<file path="config.mk">
export PLATFORM = sky130hd
export DESIGN_NAME = vend_req_scheduler
export DESIGN_NICKNAME = d
export VERILOG_FILES = /design/src/rtl/vend_pkg.sv /design/src/rtl/vend_btn_cond.sv /design/src/rtl/vend_req_scheduler.sv
export SDC_FILE = /design/constraint.sdc
export NUM_CORES = 1
export LEC_CHECK = 0
export BUFFER_PORTS_ARGS = -buffer_cell sky130_fd_sc_hd__buf_2
export CAP_MARGIN = 25
export CORE_ASPECT_RATIO = 0.7
export CORE_MARGIN = 4
export CORE_UTILIZATION = 51
export DETAILED_ROUTE_END_ITERATION = 16
export PLACE_DENSITY = 0.76
export SLEW_MARGIN = 20
export SYNTH_ARGS = -nofsm -noshare
export SYNTH_HDL_FRONTEND = slang
export SYNTH_HIERARCHICAL = 1
export SYNTH_SLANG_ARGS = --single-unit
</file>
<file path="constraint.sdc">
create_clock -name CLK -period 1.7 [get_ports CLK]
set_clock_uncertainty 0.05 [all_clocks]
set_input_delay 0 -clock CLK [delete_from_list [all_inputs] [get_ports CLK]]
set_output_delay 0 -clock CLK [all_outputs]
set_load 0.05 [all_outputs]
</file>
<file path="src/rtl/vend_pkg.sv">
// Shared definitions for the vending request scheduler: scheduler states,
// request indices with their issue priority, and the default stock level.
package vend_pkg;

   // Scheduler states: IDLE may issue, GAP spaces pulses, HOLD waits on the FSM
   typedef enum logic [1:0] {
      ST_IDLE = 2'd0,
      ST_GAP  = 2'd1,
      ST_HOLD = 2'd2
   } sched_state_t;

   localparam int NUM_REQ = 5;

   // Bit positions of each request source in the pending/issue vectors
   localparam logic [2:0] REQ_NI   = 3'd0;
   localparam logic [2:0] REQ_DI   = 3'd1;
   localparam logic [2:0] REQ_QU   = 3'd2;
   localparam logic [2:0] REQ_SODA = 3'd3;
   localparam logic [2:0] REQ_DIET = 3'd4;

   // Highest priority first: coins (qu > di > ni) always beat selections (soda > diet)
   localparam logic [2:0] PRIO_ORDER [NUM_REQ] = '{REQ_QU, REQ_DI, REQ_NI, REQ_SODA, REQ_DIET};

   localparam int INV_INIT_DEF = 10;

endpackage

</file>
<file path="src/rtl/vend_btn_cond.sv">
// Per-button conditioner: input sample register, optional debounce filter
// (enabled by the DEBOUNCE_EN macro), and a rising-edge detector whose
// output is high for one cycle per accepted press.
module vend_btn_cond #(
   parameter int DB_CYCLES = 3
) (
   input  logic CLK,
   input  logic rst,
   input  logic i_btn,
   output logic o_rise
);

   // Debounce length; zero bypasses the filter entirely
`ifdef DEBOUNCE_EN
   localparam int DB_LEN = DB_CYCLES;
`else
   localparam int DB_LEN = DB_CYCLES * 0;
`endif

   logic r_sync;
   logic r_prev;
   logic w_level;

   // Register the raw level so an edge is seen one cycle after it occurs
   always_ff @(posedge CLK) begin
      if (rst) r_sync <= 1'b0;
      else     r_sync <= i_btn;
   end

   generate
      if (DB_LEN > 0) begin : g_debounce
         localparam int CNT_W = $clog2(DB_LEN + 1);
         logic [CNT_W-1:0] r_db_cnt;
         logic             r_db_level;

         // Accept a new level only after DB_LEN consecutive differing samples
         always_ff @(posedge CLK) begin
            if (rst) begin
               r_db_cnt   <= '0;
               r_db_level <= 1'b0;
            end else if (r_sync == r_db_level) begin
               r_db_cnt <= '0;
            end else if (r_db_cnt == CNT_W'(DB_LEN - 1)) begin
               r_db_level <= r_sync;
               r_db_cnt   <= '0;
            end else begin
               r_db_cnt <= r_db_cnt + 1'b1;
            end
         end

         assign w_level = r_db_level;
      end else begin : g_direct
         assign w_level = r_sync;
      end
   endgenerate

   // Previous conditioned level for edge detection
   always_ff @(posedge CLK) begin
      if (rst) r_prev <= 1'b0;
      else     r_prev <= w_level;
   end

   assign o_rise = w_level & ~r_prev;

endmodule

</file>
<file path="src/rtl/vend_req_scheduler.sv">
// Front-end request scheduler for the vending FSM. Turns button presses into
// spaced single-cycle request pulses, arbitrates by fixed priority, holds off
// while the FSM is busy, and tracks soda/diet stock. Button debouncing is
// included when DEBOUNCE_EN is defined.
module vend_req_scheduler
   import vend_pkg::*;
#(
   parameter int INV_W      = 4,
   parameter int INV_INIT   = INV_INIT_DEF,
   parameter int GAP_CYCLES = 2,
   parameter int DB_CYCLES  = 3
) (
   input  logic             CLK,
   input  logic             rst,
   input  logic             btn_ni,
   input  logic             btn_di,
   input  logic             btn_qu,
   input  logic             btn_soda,
   input  logic             btn_diet,
   input  logic             restock,
   input  logic             giveSoda,
   input  logic             giveDiet,
   input  logic             change,
   output logic             ni,
   output logic             di,
   output logic             qu,
   output logic             soda,
   output logic             diet,
   output logic             reject,
   output logic             soda_out,
   output logic             diet_out,
   output logic [INV_W-1:0] soda_cnt,
   output logic [INV_W-1:0] diet_cnt
);

   localparam int GAP_W = (GAP_CYCLES > 1) ? $clog2(GAP_CYCLES) : 1;

   logic [NUM_REQ-1:0] w_btn;
   logic [NUM_REQ-1:0] w_rise;
   logic [NUM_REQ-1:0] r_pend;
   logic [NUM_REQ-1:0] w_clr;
   logic [NUM_REQ-1:0] w_issue;
   sched_state_t       r_state, w_state_next;
   logic [GAP_W-1:0]   r_gap, w_gap_next;
   logic               w_reject;
   logic               w_found;
   logic [2:0]         w_pick;
   logic               w_sold_out;
   logic [INV_W-1:0]   r_soda_cnt, r_diet_cnt;
   logic               r_gs_prev, r_gd_prev;
   logic               w_gs_rise, w_gd_rise;

   assign w_btn[REQ_NI]   = btn_ni;
   assign w_btn[REQ_DI]   = btn_di;
   assign w_btn[REQ_QU]   = btn_qu;
   assign w_btn[REQ_SODA] = btn_soda;
   assign w_btn[REQ_DIET] = btn_diet;

   generate
      for (genvar gi = 0; gi < NUM_REQ; gi++) begin : g_cond
         vend_btn_cond #(.DB_CYCLES(DB_CYCLES)) u_cond (
            .CLK    (CLK),
            .rst    (rst),
            .i_btn  (w_btn[gi]),
            .o_rise (w_rise[gi])
         );
      end
   endgenerate

   // Pending bits: set by a new press, cleared when served; a press on an
   // already-pending source is absorbed
   always_ff @(posedge CLK) begin
      if (rst) r_pend <= '0;
      else     r_pend <= (r_pend & ~w_clr) | (w_rise & ~r_pend);
   end

   // Scheduler state and gap counter
   always_ff @(posedge CLK) begin
      if (rst) begin
         r_state <= ST_IDLE;
         r_gap   <= '0;
      end else begin
         r_state <= w_state_next;
         r_gap   <= w_gap_next;
      end
   end

   // Next-state, arbitration and pulse generation
   always_comb begin
      w_state_next = r_state;
      w_gap_next   = r_gap;
      w_issue      = '0;
      w_clr        = '0;
      w_reject     = 1'b0;
      w_found      = 1'b0;
      w_pick       = REQ_NI;
      for (int k = 0; k < NUM_REQ; k++) begin
         if (!w_found && r_pend[PRIO_ORDER[k]]) begin
            w_found = 1'b1;
            w_pick  = PRIO_ORDER[k];
         end
      end
      w_sold_out = ((w_pick == REQ_SODA) && (r_soda_cnt == '0)) ||
                   ((w_pick == REQ_DIET) && (r_diet_cnt == '0));
      case (r_state)
         ST_IDLE: begin
            if (change) begin
               w_state_next = ST_HOLD;
            end else if (w_found) begin
               w_clr[w_pick] = 1'b1;
               if (w_sold_out) begin
                  // Sold-out selection is dropped without using a slot
                  w_reject = 1'b1;
               end else begin
                  w_issue[w_pick] = 1'b1;
                  w_state_next    = ST_GAP;
                  w_gap_next      = '0;
               end
            end
         end
         ST_GAP: begin
            if (r_gap == GAP_W'(GAP_CYCLES - 1)) begin
               w_gap_next   = '0;
               w_state_next = change ? ST_HOLD : ST_IDLE;
            end else begin
               w_gap_next = r_gap + 1'b1;
            end
         end
         ST_HOLD: begin
            if (!change && !giveSoda && !giveDiet) w_state_next = ST_IDLE;
         end
         default: w_state_next = ST_IDLE;
      endcase
   end

   assign w_gs_rise = giveSoda & ~r_gs_prev;
   assign w_gd_rise = giveDiet & ~r_gd_prev;

   // Dispense feedback history for edge detection
   always_ff @(posedge CLK) begin
      if (rst) begin
         r_gs_prev <= 1'b0;
         r_gd_prev <= 1'b0;
      end else begin
         r_gs_prev <= giveSoda;
         r_gd_prev <= giveDiet;
      end
   end

   // Inventory: restock wins over a same-cycle dispense; counts stop at zero
   always_ff @(posedge CLK) begin
      if (rst || restock) begin
         r_soda_cnt <= INV_W'(INV_INIT);
         r_diet_cnt <= INV_W'(INV_INIT);
      end else begin
         if (w_gs_rise && (r_soda_cnt != '0)) r_soda_cnt <= r_soda_cnt - 1'b1;
         if (w_gd_rise && (r_diet_cnt != '0)) r_diet_cnt <= r_diet_cnt - 1'b1;
      end
   end

   assign ni       = w_issue[REQ_NI];
   assign di       = w_issue[REQ_DI];
   assign qu       = w_issue[REQ_QU];
   assign soda     = w_issue[REQ_SODA];
   assign diet     = w_issue[REQ_DIET];
   assign reject   = w_reject;
   assign soda_cnt = r_soda_cnt;
   assign diet_cnt = r_diet_cnt;
   assign soda_out = (r_soda_cnt == '0);
   assign diet_out = (r_diet_cnt == '0);

endmodule

</file>
; ---- Word-level counts from Yosys, hierarchy flattened
; Cells that the tools add are included.
[word_totals]
ff_bits = 28
out_inout_bits = 16
[classes]
reduce_logical = 28
n_eq_ne = 11
bitwise_logic = 19
addsub = 3
order_cmp = 2
mux = 35
[ops]
columns = cell, n
row1 = two-way mux 5 bit, 7
row2 = two-way mux 1 bit, 14
row3 = two-way mux 2 bit, 7
row4 = two-way mux 3 bit, 4
row5 = logical AND 1 bit, 11
row6 = bitwise AND 5 bit, 2
row7 = inequality test 2 bit (second input constant), 5
row8 = NOT 5 bit, 2
row9 = zero test 4 bit, 2
row10 = AND reduction 4 bit, 2
row11 = nonzero test 4 bit, 2
row12 = subtractor 4 x 1 -> 4 bit (second input constant), 2
row13 = bitwise AND 1 bit, 7
row14 = zero test 1 bit, 7
row15 = NOT 1 bit, 7
row16 = inequality test 3 bit (second input constant), 2
row17 = one-hot mux 2 bit (3 select lines), 1
row18 = OR 5 bit, 1
row19 = < comparator 3 x 4 -> 1 bit (second input constant), 1
row20 = demux 1 bit (select 3 bit), 1
row21 = == test 3 x 2 -> 1 bit (second input constant), 1
row22 = == test 3 bit (second input constant), 1
row23 = >= comparator 3 x 1 -> 1 bit (second input constant), 1
row24 = == test 2 x 1 -> 1 bit (second input constant), 1
row25 = 6 further kinds, 7

; ---- Longest topological paths before layout
; Gate-level depths: netlist (run 1).
[logic_depth]
depth_word = 23
depth_mapped = 6
mapped_depth_nobuf = 6

; ---- Cells and area by module
; The synthesis (run 1) kept the hierarchy.
[modules_own_cells]
columns = module, cells_each, instances, seq_area_each_um2, area_per_inst_um2
row1 = vend_req_scheduler, 102, 1, 360.3, 870.8
row2 = vend_btn_cond, 5, 5, 40.0, 61.3

; ---- Least setup slack after synthesis (run 1)
; OpenSTA, ideal clock, no wires.
[synth_timing]
path_kind = register to output
start = reg r_diet_cnt[0] (netlist: diet_cnt[0])
end = out diet
required_time_ns = 1.650
slack_ns = -0.806
arrival_ns = 2.456
path_stages_with_launch = 6
path_buffers = 0
path_cell_list = dfxtp_1 > inv_1 > ha_1 > or3b_1 > inv_2 > nor3_1
[synth_via]
elab_chain_len = 7
[synth_lines]
columns = item, line
row1 = start: declaration, vend_req_scheduler.sv:49  ; logic [INV_W-1:0] r_soda_cnt, r_diet_cnt;
row2 = start signal: assignment, vend_req_scheduler.sv:154  ; r_diet_cnt <= INV_W'(INV_INIT);
row3 = start signal: assignment, vend_req_scheduler.sv:157  ; if (w_gd_rise && (r_diet_cnt != '0)) r_diet_cnt <= r_diet_cnt - 1'b1;
row4 = zero test 4 bit, -
row5 = via diet_out, vend_req_scheduler.sv:31  ; output logic diet_out,
row6 = logical AND 1 bit, vend_req_scheduler.sv:104  ; ((w_pick == REQ_DIET) && (r_diet_cnt == '0));
row7 = logical OR 1 bit, vend_req_scheduler.sv:103  ; w_sold_out = ((w_pick == REQ_SODA) && (r_soda_cnt == '0)) ||
row8 = two-way mux 5 bit, vend_req_scheduler.sv:111  ; if (w_sold_out) begin
row9 = two-way mux 5 bit, vend_req_scheduler.sv:109  ; end else if (w_found) begin
row10 = two-way mux 5 bit, vend_req_scheduler.sv:107  ; if (change) begin
row11 = two-way mux 5 bit, vend_req_scheduler.sv:105  ; case (r_state)
row12 = end: declaration, vend_req_scheduler.sv:28  ; output logic diet,
; The timed path passes the listed nets, and every way through them passes these cells.

; ---- Final worst setup path (run 1)
[layout_timing]
start = reg r_soda_cnt[0] (netlist: soda_cnt[0])
end = out reject
[layout_via]
elab_chain_len = 7
[layout_lines]
columns = item, line
row1 = start: declaration, vend_req_scheduler.sv:49
row2 = start signal: assignment, vend_req_scheduler.sv:153  ; r_soda_cnt <= INV_W'(INV_INIT);
row3 = start signal: assignment, vend_req_scheduler.sv:156  ; if (w_gs_rise && (r_soda_cnt != '0)) r_soda_cnt <= r_soda_cnt - 1'b1;
row4 = zero test 4 bit, vend_req_scheduler.sv:103
row5 = logical AND 1 bit, vend_req_scheduler.sv:103
row6 = logical OR 1 bit, vend_req_scheduler.sv:103
row7 = two-way mux 1 bit, vend_req_scheduler.sv:111
row8 = two-way mux 1 bit, vend_req_scheduler.sv:109
row9 = two-way mux 1 bit, vend_req_scheduler.sv:107
row10 = two-way mux 1 bit, vend_req_scheduler.sv:105
row11 = end: declaration, vend_req_scheduler.sv:29  ; output logic reject,
; Every way passes these cells.

==> impl_metrics.tcl, run 1 <==
set metrics [dict create \
    status "finished with violations" \
    violations "negative setup slack" \
    cts-buffers-inserted 3 \
    pin_count 27 \
    fmax_mhz 553.4 \
    ys_seq_area_share_pct 47.61 \
    setup_ws_ns -0.1072 \
    drive_above_1_share_pct 43.09 \
    area_growth_pct 52.39 \
    r2r_slack_ns -0.04 \
    dp_cells 184 \
    worst_slew_pin_slew_ns 0.4298 \
    p_leak_nw 0.7377 \
    grt_usage_pct 19.51 \
    crit_arrival_ns 1.76 \
    synthMuxAreaShare_pct 0 \
    setup_tns_ns -0.2633 \
    yosys-top-cells-area "dfxtp_1 (48%), nor2b_1 (8.0%), nor3_1 (3.8%)" \
    synth_top_family_by_area "simple AND/OR/NAND/NOR gates" \
    design.die.area_sq_um 3154 \
    drtAntennaViolNets 0 \
    synth-seq-cells 28 \
    timing.rr.end "diet_cnt[2]" \
    cts_sinks 28 \
    slew_headroom_pct 71.35 \
    hold_viol_final 0 \
    synth_compound_area_share_pct 14.77 \
    synth.distinct_cells 37 \
    synth_nets 140 \
    fin_cells 213 \
    path_class "reg2out" \
    cp-endpoint "reject" \
    r2r_start "diet_cnt[0]" \
    reg2reg_depth 7 \
    maxCapViolations 0 \
    wirelength_mm 3.181 \
    route.vias.total 1180 \
    drc 0 \
    clkTransAtPathRegs_ns 0.14 \
    clock_path_buffers 2 \
    diodes 0 \
    final_common_cell "dfxtp_1" \
    die_w_um 65.43 \
    antenna_found_initial 0 \
    hp-class "in2reg" \
    crit_path_start "soda_cnt[0]" \
    initial_core_util_pct 54.21 \
    maxSlewViolCount 0 \
    viasPerCell 5.540 \
    htreeDepth 1 \
    synthSimpleGateAreaFrac_pct 32.09 \
    clock_latency_ns 0.33 \
    drt_iter0_markers 134 \
    synth_top_cell_by_area "dfxtp_1" \
    power-per-cell-area_nw_per_um2 792.4 \
    synthCells 127 \
    port_buffers 26 \
    grt_pass1_vias 1012 \
    yosysTopAreaCellShare_pct 47.61 \
    yosys_warnings 6 \
    start_kind "flip-flop" \
    grt_overflow_total 0 \
    required_ns 1.65 \
    place_congestion 0.7446 \
    end_kind "primary output" \
    finalSetupViolations 5 \
    route.detailed.wl_per_inst_um 14.93 \
    worstHoldStart "rst" \
    clockRootBuffer "clkbuf_4" \
    dpl_cell_area_sq_um 1418 \
    synthAdderAreaFrac_pct 2.125 \
    rsz0062_at_grt "true" \
    cts_tree "done" \
    period_needed_ns 1.807 \
    vdd_drop_max_mv 0.6763 \
    grt_pass1_wl_mm 4.602 \
    synth_area_sq_um 1177 \
    detailed_place_hpwl_mm 1.910 \
    avgSynthCellArea_sq_um 9.271 \
    design_area_sq_um 1794 \
    die_y_um 48.20 \
    synth_xor_area_share_pct 0 \
    path_max_fanout 4 \
    final_cell_mix "dfxtp_1 (23), buf_2 (20), nor2b_1 (15), buf_4 (12), dlygate4sd3_1 (9)" \
    finalNetCount 195 \
    drtPass1Iterations 4 \
    post-route-period-util_pct 106.3 \
    num_rows 14 \
    grt_max_degree 26 \
    post-place-ws_ns 0.06855 \
    core-area_sq_um 2172 \
]
## stage by stage
| stage | total power [W] | utilization (%) | hold WS [ns] |
|---|---|---|---|
| global route | 0.001482 | 82.60 | 0.04384 |
| finish | 0.001422 | 82.60 | 0.02740 |
| global placement | 0.0009401 | 65.27 | 0.1577 |
| CTS | 0.001404 | 78.00 | 0.02338 |
| detailed placement | 0.0009470 | 65.27 | 0.1671 |
| floorplan | 0.0008905 | - | 0.02161 |
## Yosys cell counts
cell,count
inv_2,1
nor4_1,1
or3_1,1
inv_4,1
clkbuf_1,1
nor2_1,7
dfxtp_1,28
nand3_1,2
nand3b_1,1
a22oi_1,1
nor2b_2,5
o21a_1,1
nor4b_2,1
a211oi_1,2
o31ai_1,1
or3b_4,1
nand2_1,1
o21ai_0,6
and2_1,2
nand2b_1,4
a21oi_1,6
or3b_1,1
o21bai_1,1
and3_1,3
o22ai_2,1
nor3b_1,3
a31oi_1,2
or4_1,2
inv_1,7
nor3_1,9
o21ai_1,2
ha_1,2
o311ai_0,2
o22ai_1,1
nor2b_1,15
a221o_1,1
or2_2,1
## power by group
| group | leakage, nW | internal [W] | switching (W) | total [W] |
|---|---|---|---|---|
| Clock | 0.0279 | 0.000239 | 0.000193 | 0.000431 |
| Sequential | 0.233 | 0.000693 | 0.0000416 | 0.000735 |
| Combinational | 0.477 | 0.000117 | 0.000138 | 0.000255 |
## final cells by class
cell class / instances / area [sq um]
inverters: 9 / 56.30
clock buffers: 3 / 22.52
well taps: 32 / 40.04
clock inverters: 1 / 30.03
repair buffers: 51 / 400.4
multi-input cells: 89 / 665.6
fillers: 132 / 377.9
flip-flops and latches: 28 / 579.3
## metal layers
| layer | part of all wire, % | wire (um) | global-route usage [%] | up-vias |
|---|---|---|---|---|
| met5 | 0 | 0 | 0 | - |
| met2 | 47 | 1502 | 34.41 | 60 |
| met1 | 41 | 1314 | 23.46 | 548 |
| li1 | - | - | - | 558 |
| met3 | 7.7 | 245 | 5.991 | 14 |
| met4 | 3.7 | 119 | 6.612 | 0 |
## repair_timing
item / 4_1_cts / 5_1_grt
hold endpoints to repair: 16 / 0
gates cloned: 0 / 0
pin swaps: 4 / 6
gates resized for setup: 18 / 14
hold buffers: 9 / 0
setup buffers: 9 / 7
endpoints found under the setup margin: 6 / 8
## critical path, cell delays in order, from the launching register on
cell     delay, ns
dfxtp_4       0.38
inv_4         0.06
ha_4          0.12
or3b_4        0.42
inv_8         0.08
a22oi_2       0.09
nor2_4        0.12
buf_8         0.15
## registers in the layout, indices dropped and copies added (netlist names)
| name | cells |
|---|---|
| diet_cnt | 4 |
| g_cond.u_cond/r_prev | 5 |
| g_cond.u_cond/r_sync | 5 |
| r_gs_prev | 1 |
| r_pend | 5 |
| r_gap | 1 |
| r_state | 2 |
| r_gd_prev | 1 |
| soda_cnt | 4 |
## worst min-delay path by stage
stage	depth (start not counted)	to	slack, ns
floorplan	1	g_cond[0].u_cond/r_prev	0.02
global placement	2	g_cond[1].u_cond/r_sync	0.16
detailed placement	2	g_cond[0].u_cond/r_sync	0.17
CTS	2	g_cond[0].u_cond/r_sync	0.02
global route	2	g_cond[2].u_cond/r_sync	0.04
finish	2	g_cond[0].u_cond/r_sync	0.03
## cells by family after synthesis
logic type                 Yosys count
and+or+nand+nor                     60
DFF                                 28
AOI/OAI and AO/OA                   27
buffers and inverters               10
adders and majority gates            2
Note: power is estimated with default switching activity, not from simulation.
==> run 2: changes to the inputs <==
CELL_PAD_IN_SITES_DETAIL_PLACEMENT = 1   (was not set)
CELL_PAD_IN_SITES_GLOBAL_PLACEMENT = 2   (was not set)
CORE_UTILIZATION = 31   (was 51)
==> run 2 against run 1 <==
Compared with the run above: the flow still finishes with violations (negative setup slack); via count fell by 5.2%; sequential power barely moved; first-iteration DRC count fell by 68%; sequential cell count did not move; critical path depth did not move; sequential share of layout area rose by 0.66 points; total power fell by 5.1%; non-clock buffer count fell by 4; register-to-register slack barely moved; die area rose by 54%; largest cell class unchanged.
==> impl_metrics.tcl, run 2 (synthesis gave the netlist of run 1 again) <==
set metrics [dict create \
    violations "negative setup slack" \
    path_max_fanout 5 \
    route.vias.total 1119 \
    finalNetCount 191 \
    pin_count 27 \
    hold_depth 3 \
    drtPass1Iterations 4 \
    viasPerCell 4.951 \
    drt_iter0_markers 43 \
    grt_pass1_vias 1209 \
    die_y_um 59.56 \
    area_growth_pct 48.67 \
    period_needed_ns 1.751 \
    clock_latency_ns 0.27 \
    post-place-ws_ns 0.06325 \
    drive_above_1_share_pct 42.05 \
    p_clk_share_pct 26.4 \
    critPathBufInv 3 \
    drc 0 \
    crit_arrival_ns 1.91 \
    setup_tns_ns -0.08244 \
    initial_core_util_pct 32.88 \
    wirelength_mm 3.395 \
    slew_headroom_pct 70.13 \
    grt_pass1_wl_mm 5.706 \
    path_depth 7 \
    start_kind "flip-flop" \
    p_sw_share_pct 28.11 \
    num_rows 18 \
    hold_viol_final 0 \
    reg_top3 "g_cond.u_cond/r_prev: 5 flops, g_cond.u_cond/r_sync: 5 flops, r_pend: 5 flops" \
    place_congestion 0.8136 \
    path_class "reg2reg" \
    rsz0062_at_grt "true" \
    worst_slew_pin_slew_ns 0.4481 \
    multi_input_area_sq_um 660.6 \
    cts-buffers-inserted 3 \
    clock_path_buffers 2 \
    drtAntennaViolNets 0 \
    maxSlewViolCount 0 \
    maxCapViolations 0 \
    final_cell_mix "dfxtp_1 (23), buf_2 (21), nor2b_1 (15), buf_4 (11), dlygate4sd3_1 (8)" \
    grt_overflow_total 0 \
    end_kind "flip-flop" \
    fmax_mhz 571.2 \
    antenna_found_initial 0 \
    hp-class "in2reg" \
    final-seq-area_sq_um 576.8 \
    clkTransAtPathRegs_ns 0.09 \
    fill_cells 419 \
    final_common_cell "dfxtp_1" \
    p_leak_nw 0.7063 \
    status "finished with violations" \
    design_area_sq_um 1750 \
    reg2reg_depth 7 \
    slowest_delay_ns 0.48 \
    power-per-cell-area_nw_per_um2 771.1 \
    route.detailed.wl_per_inst_um 15.02 \
    htreeDepth 1 \
    required_ns 1.86 \
    cpMaxStageDelayCell "or4_4" \
    clockRootBuffer "clkbuf_8" \
    detailed_place_hpwl_mm 2.293 \
    grt_max_degree 26 \
    setup_ws_ns -0.05076 \
    post-route-period-util_pct 103.0 \
    seq_power_share_pct 54.3 \
    die_w_um 81.66 \
    diodes 0 \
    grt_usage_pct 15.61 \
    whs_ns 0.03346 \
    crit_family "simple AND/OR/NAND/NOR gates" \
    cts_tree "done" \
    finalSetupViolations 2 \
    design.die.area_sq_um 4864 \
    p_comb_share_pct 19.3 \
    path_cells "inv_4, ha_4, or3b_4, inv_8, buf_6, or4_4, a21oi_2" \
    p_int_w 0.0009703 \
    core-area_sq_um 3581 \
    cts_sinks 28 \
    dpl_cell_area_sq_um 1455 \
    port_buffers 26 \
    vdd_drop_max_mv 0.4656 \
    p_switching_w 0.0003793 \
]
==> run 2: cell types whose count changed in the layout (fill, tap and decap cells not counted), sizes merged <==
| cell | before | now |
|---|---|---|
| dlygate4sd3 | 9 | 8 |
| bufinv | 1 | 0 |
| buf | 42 | 39 |
==> run 2: stage by stage <==
stage                     power (W)  std cells  util [%]
after CTS                  0.001357        225     47.55
after global routing       0.001433        226     48.88
after floorplan           0.0008905        127         -
after detailed placement  0.0009658        204     40.64
after global placement    0.0009547        204     40.64
final                      0.001350        226     48.88
==> run 2: final cells by class <==
class	count	area share, %
clock buffer	3	2.359
inverter	9	3.360
multi-input combinational	89	37.74
sequential	28	32.95
tap	50	3.574
timing repair buffer	47	20.01
==> run 2: worst paths after layout <==
kind                                 from                       to  slack, ns
setup reg to reg              soda_cnt[1]              soda_cnt[2]      -0.05
setup / recovery              soda_cnt[1]              soda_cnt[2]      -0.05
hold / removal                     change               r_state[1]       0.03
hold reg to reg   g_cond[3].u_cond/r_sync  g_cond[3].u_cond/r_prev       0.42
==> run 2: layer usage <==
layer	global-route usage [%]	vias up	wire length (um)
met2	29.81	24	1704
met5	0	-	0
li1	-	548	-
met4	3.318	0	21
met1	17.20	543	1507
met3	4.407	4	161
==> run 2: power by group through the flow <==
stage                     registers [W]  logic, W  clock network [W]
after global routing           0.000741  0.000287           0.000406
after floorplan                0.000755  0.000135                  0
after detailed placement       0.000745  0.000221                  0
after CTS                      0.000729  0.000251           0.000377
final                          0.000733  0.000261           0.000356
after global placement         0.000741  0.000213                  0
==> run 2: worst register-to-register path, delay by kind of cell (launching register included) <==
family / cells / cell delay, ns
buffers and inverters: 3 / 0.20
DFF: 1 / 0.37
adders and majority gates: 1 / 0.15
and+or+nand+nor: 2 / 0.75
AOI/OAI and AO/OA: 1 / 0.17
==> run 2: repair_timing <==
item,in CTS,in global routing
endpoints found under the setup margin,6,7
pin swaps,4,5
resized for setup,14,12
hold buffers,8,0
buffers inserted,10,1
hold endpoints to repair,14,0
==> run 3: changes to the inputs <==
SKIP_LAST_GASP = 1   (was not set)
==> run 3 against run 2 <==
Compared with the run above: the flow still finishes with violations (negative setup slack); critical path depth unchanged; count of clock-buffer cells in the layout unchanged; total power decreased by 0.12%; register-to-register slack got worse by 0.02 ns; die area unchanged; largest power group unchanged; sequential share of layout area increased by 0.14 points; final cell count unchanged; setup slack got worse by 0.024 ns; utilization decreased by 0.21 points; critical endpoint unchanged; critical path type unchanged; clock power about the same.
==> impl_metrics.tcl, run 3 (synthesis gave the netlist of run 1 again) <==
set metrics [dict create \
    status "finished with violations" \
    violations "negative setup slack" \
    p_leak_nw 0.7049 \
    finalNetCount 191 \
    clock_path_buffers 2 \
    drive_above_1_share_pct 42.05 \
    period_needed_ns 1.775 \
    dp_cells 204 \
    drt_iter0_markers 49 \
    setup_ws_ns -0.07507 \
    p_int_w 0.0009702 \
    end_kind "flip-flop" \
    num_rows 18 \
    drc 0 \
    crit_arrival_ns 1.93 \
    cts_sinks 28 \
    power-per-cell-area_nw_per_um2 773.5 \
    route.vias.total 1121 \
    clkTransAtPathRegs_ns 0.09 \
    htreeDepth 1 \
    clockRootBuffer "clkbuf_8" \
    port_buffers 26 \
    reg_top3 "g_cond.u_cond/r_prev: 5 flops, g_cond.u_cond/r_sync: 5 flops, r_pend: 5 flops" \
    place_congestion 0.8136 \
    rsz0062_at_grt "true" \
    hold_viol_final 0 \
    cts-buffers-inserted 3 \
    grt_pass1_vias 1209 \
    dpl_cell_area_sq_um 1455 \
    worst_slew_pin_slew_ns 0.4484 \
    hp-class "in2reg" \
    area_growth_pct 48.03 \
    final_cell_mix "dfxtp_1 (23), buf_2 (21), nor2b_1 (15), buf_4 (13), dlygate4sd3_1 (8)" \
    p_comb_share_pct 19.3 \
    die_y_um 59.56 \
    detailed_place_hpwl_mm 2.293 \
    path_max_fanout 5 \
    vdd_drop_max_mv 0.4652 \
    route.detailed.wl_per_inst_um 14.98 \
    p_sw_share_pct 28.03 \
    p_clk_share_pct 26.3 \
    fmax_mhz 563.4 \
    pin_count 27 \
    design.die.area_sq_um 4864 \
    seq_power_share_pct 54.3 \
    grt_overflow_total 0 \
    clock_latency_ns 0.27 \
    r2r_slack_ns -0.08 \
    slew_headroom_pct 70.10 \
    drtPass1Iterations 4 \
    whs_ns 0.03462 \
    die_w_um 81.66 \
    grt_pass1_wl_mm 5.706 \
    initial_core_util_pct 32.88 \
    grt_max_degree 26 \
    final_common_cell "dfxtp_1" \
    wirelength_mm 3.386 \
    path_class "reg2reg" \
    drtAntennaViolNets 0 \
    design_area_sq_um 1743 \
    cts_tree "done" \
    p_switching_w 0.0003779 \
    maxSlewViolCount 0 \
    finalSetupViolations 2 \
    diodes 0 \
    post-route-period-util_pct 104.4 \
    core-area_sq_um 3581 \
    required_ns 1.86 \
    viasPerCell 4.960 \
    maxCapViolations 0 \
    fin_cells 226 \
    antenna_found_initial 0 \
    grt_usage_pct 15.61 \
    start_kind "flip-flop" \
]
[run 3: critical path, cell delays in order, from the launching register on]
cell and delay, ns:
dfxtp_4 0.37, inv_4 0.04, ha_4 0.15, or3b_4 0.27
inv_8 0.05, buf_4 0.14, or4_4 0.48, a21oi_2 0.17
[run 3: routing by layer]
layer	track usage [%]	vias up	wire (um)
met5	0	-	0
li1	-	548	-
met3	4.407	4	154
met2	29.81	22	1702
met4	3.318	0	21
met1	17.20	547	1508
[run 3: path summary, 6_finish.rpt]
| path | startpoint | cells after the start | endpoint |
|---|---|---|---|
| setup reg to reg | soda_cnt[1] | 7 | soda_cnt[2] |
| setup / recovery | soda_cnt[1] | 7 | soda_cnt[2] |
| hold / removal | change | 3 | r_state[1] |
| hold reg to reg | g_cond[3].u_cond/r_sync | 1 | g_cond[3].u_cond/r_prev |
[run 3: power groups by stage]
stage | clock, W | sequential (W) | combinational (W)
final | 0.000355 | 0.000732 | 0.000261
after global routing | 0.000406 | 0.000741 | 0.000286
after CTS | 0.000377 | 0.000729 | 0.000251
after detailed placement | 0 | 0.000745 | 0.000221
after global placement | 0 | 0.000741 | 0.000213
after floorplan | 0 | 0.000755 | 0.000135
[run 3: what timing repair did]
| action | 4_1_cts | 5_1_grt |
|---|---|---|
| endpoints found under the setup margin | 6 | 7 |
| hold endpoints to repair | 14 | 0 |
| gates resized for setup | 14 | 10 |
| cloned | 0 | 0 |
| setup buffers | 10 | 1 |
| pin swaps | 4 | 5 |
| hold buffers | 8 | 0 |
[run 3: per-stage QoR]
stage	power (W)	util, %	setup TNS (ns)	setup slack (ns)
2_1_floorplan	0.0008905	-	-0.01379	-0.01379
3_3_place_gp	0.0009547	40.64	0	0.1110
3_5_place_dp	0.0009658	40.64	0	0.06325
4_1_cts	0.001357	47.55	-0.08067	-0.04606
5_1_grt	0.001433	48.67	-0.2717	-0.1205
6_report	0.001348	48.67	-0.1008	-0.07507
[run 3: final cells by class]
type | count | area (sq um)
sequential | 28 | 576.8
multi-input combinational | 89 | 660.6
tap | 50 | 62.56
fill | 419 | 1838
timing repair buffer | 47 | 342.8
clock buffer | 3 | 41.29
inverter | 9 | 58.81
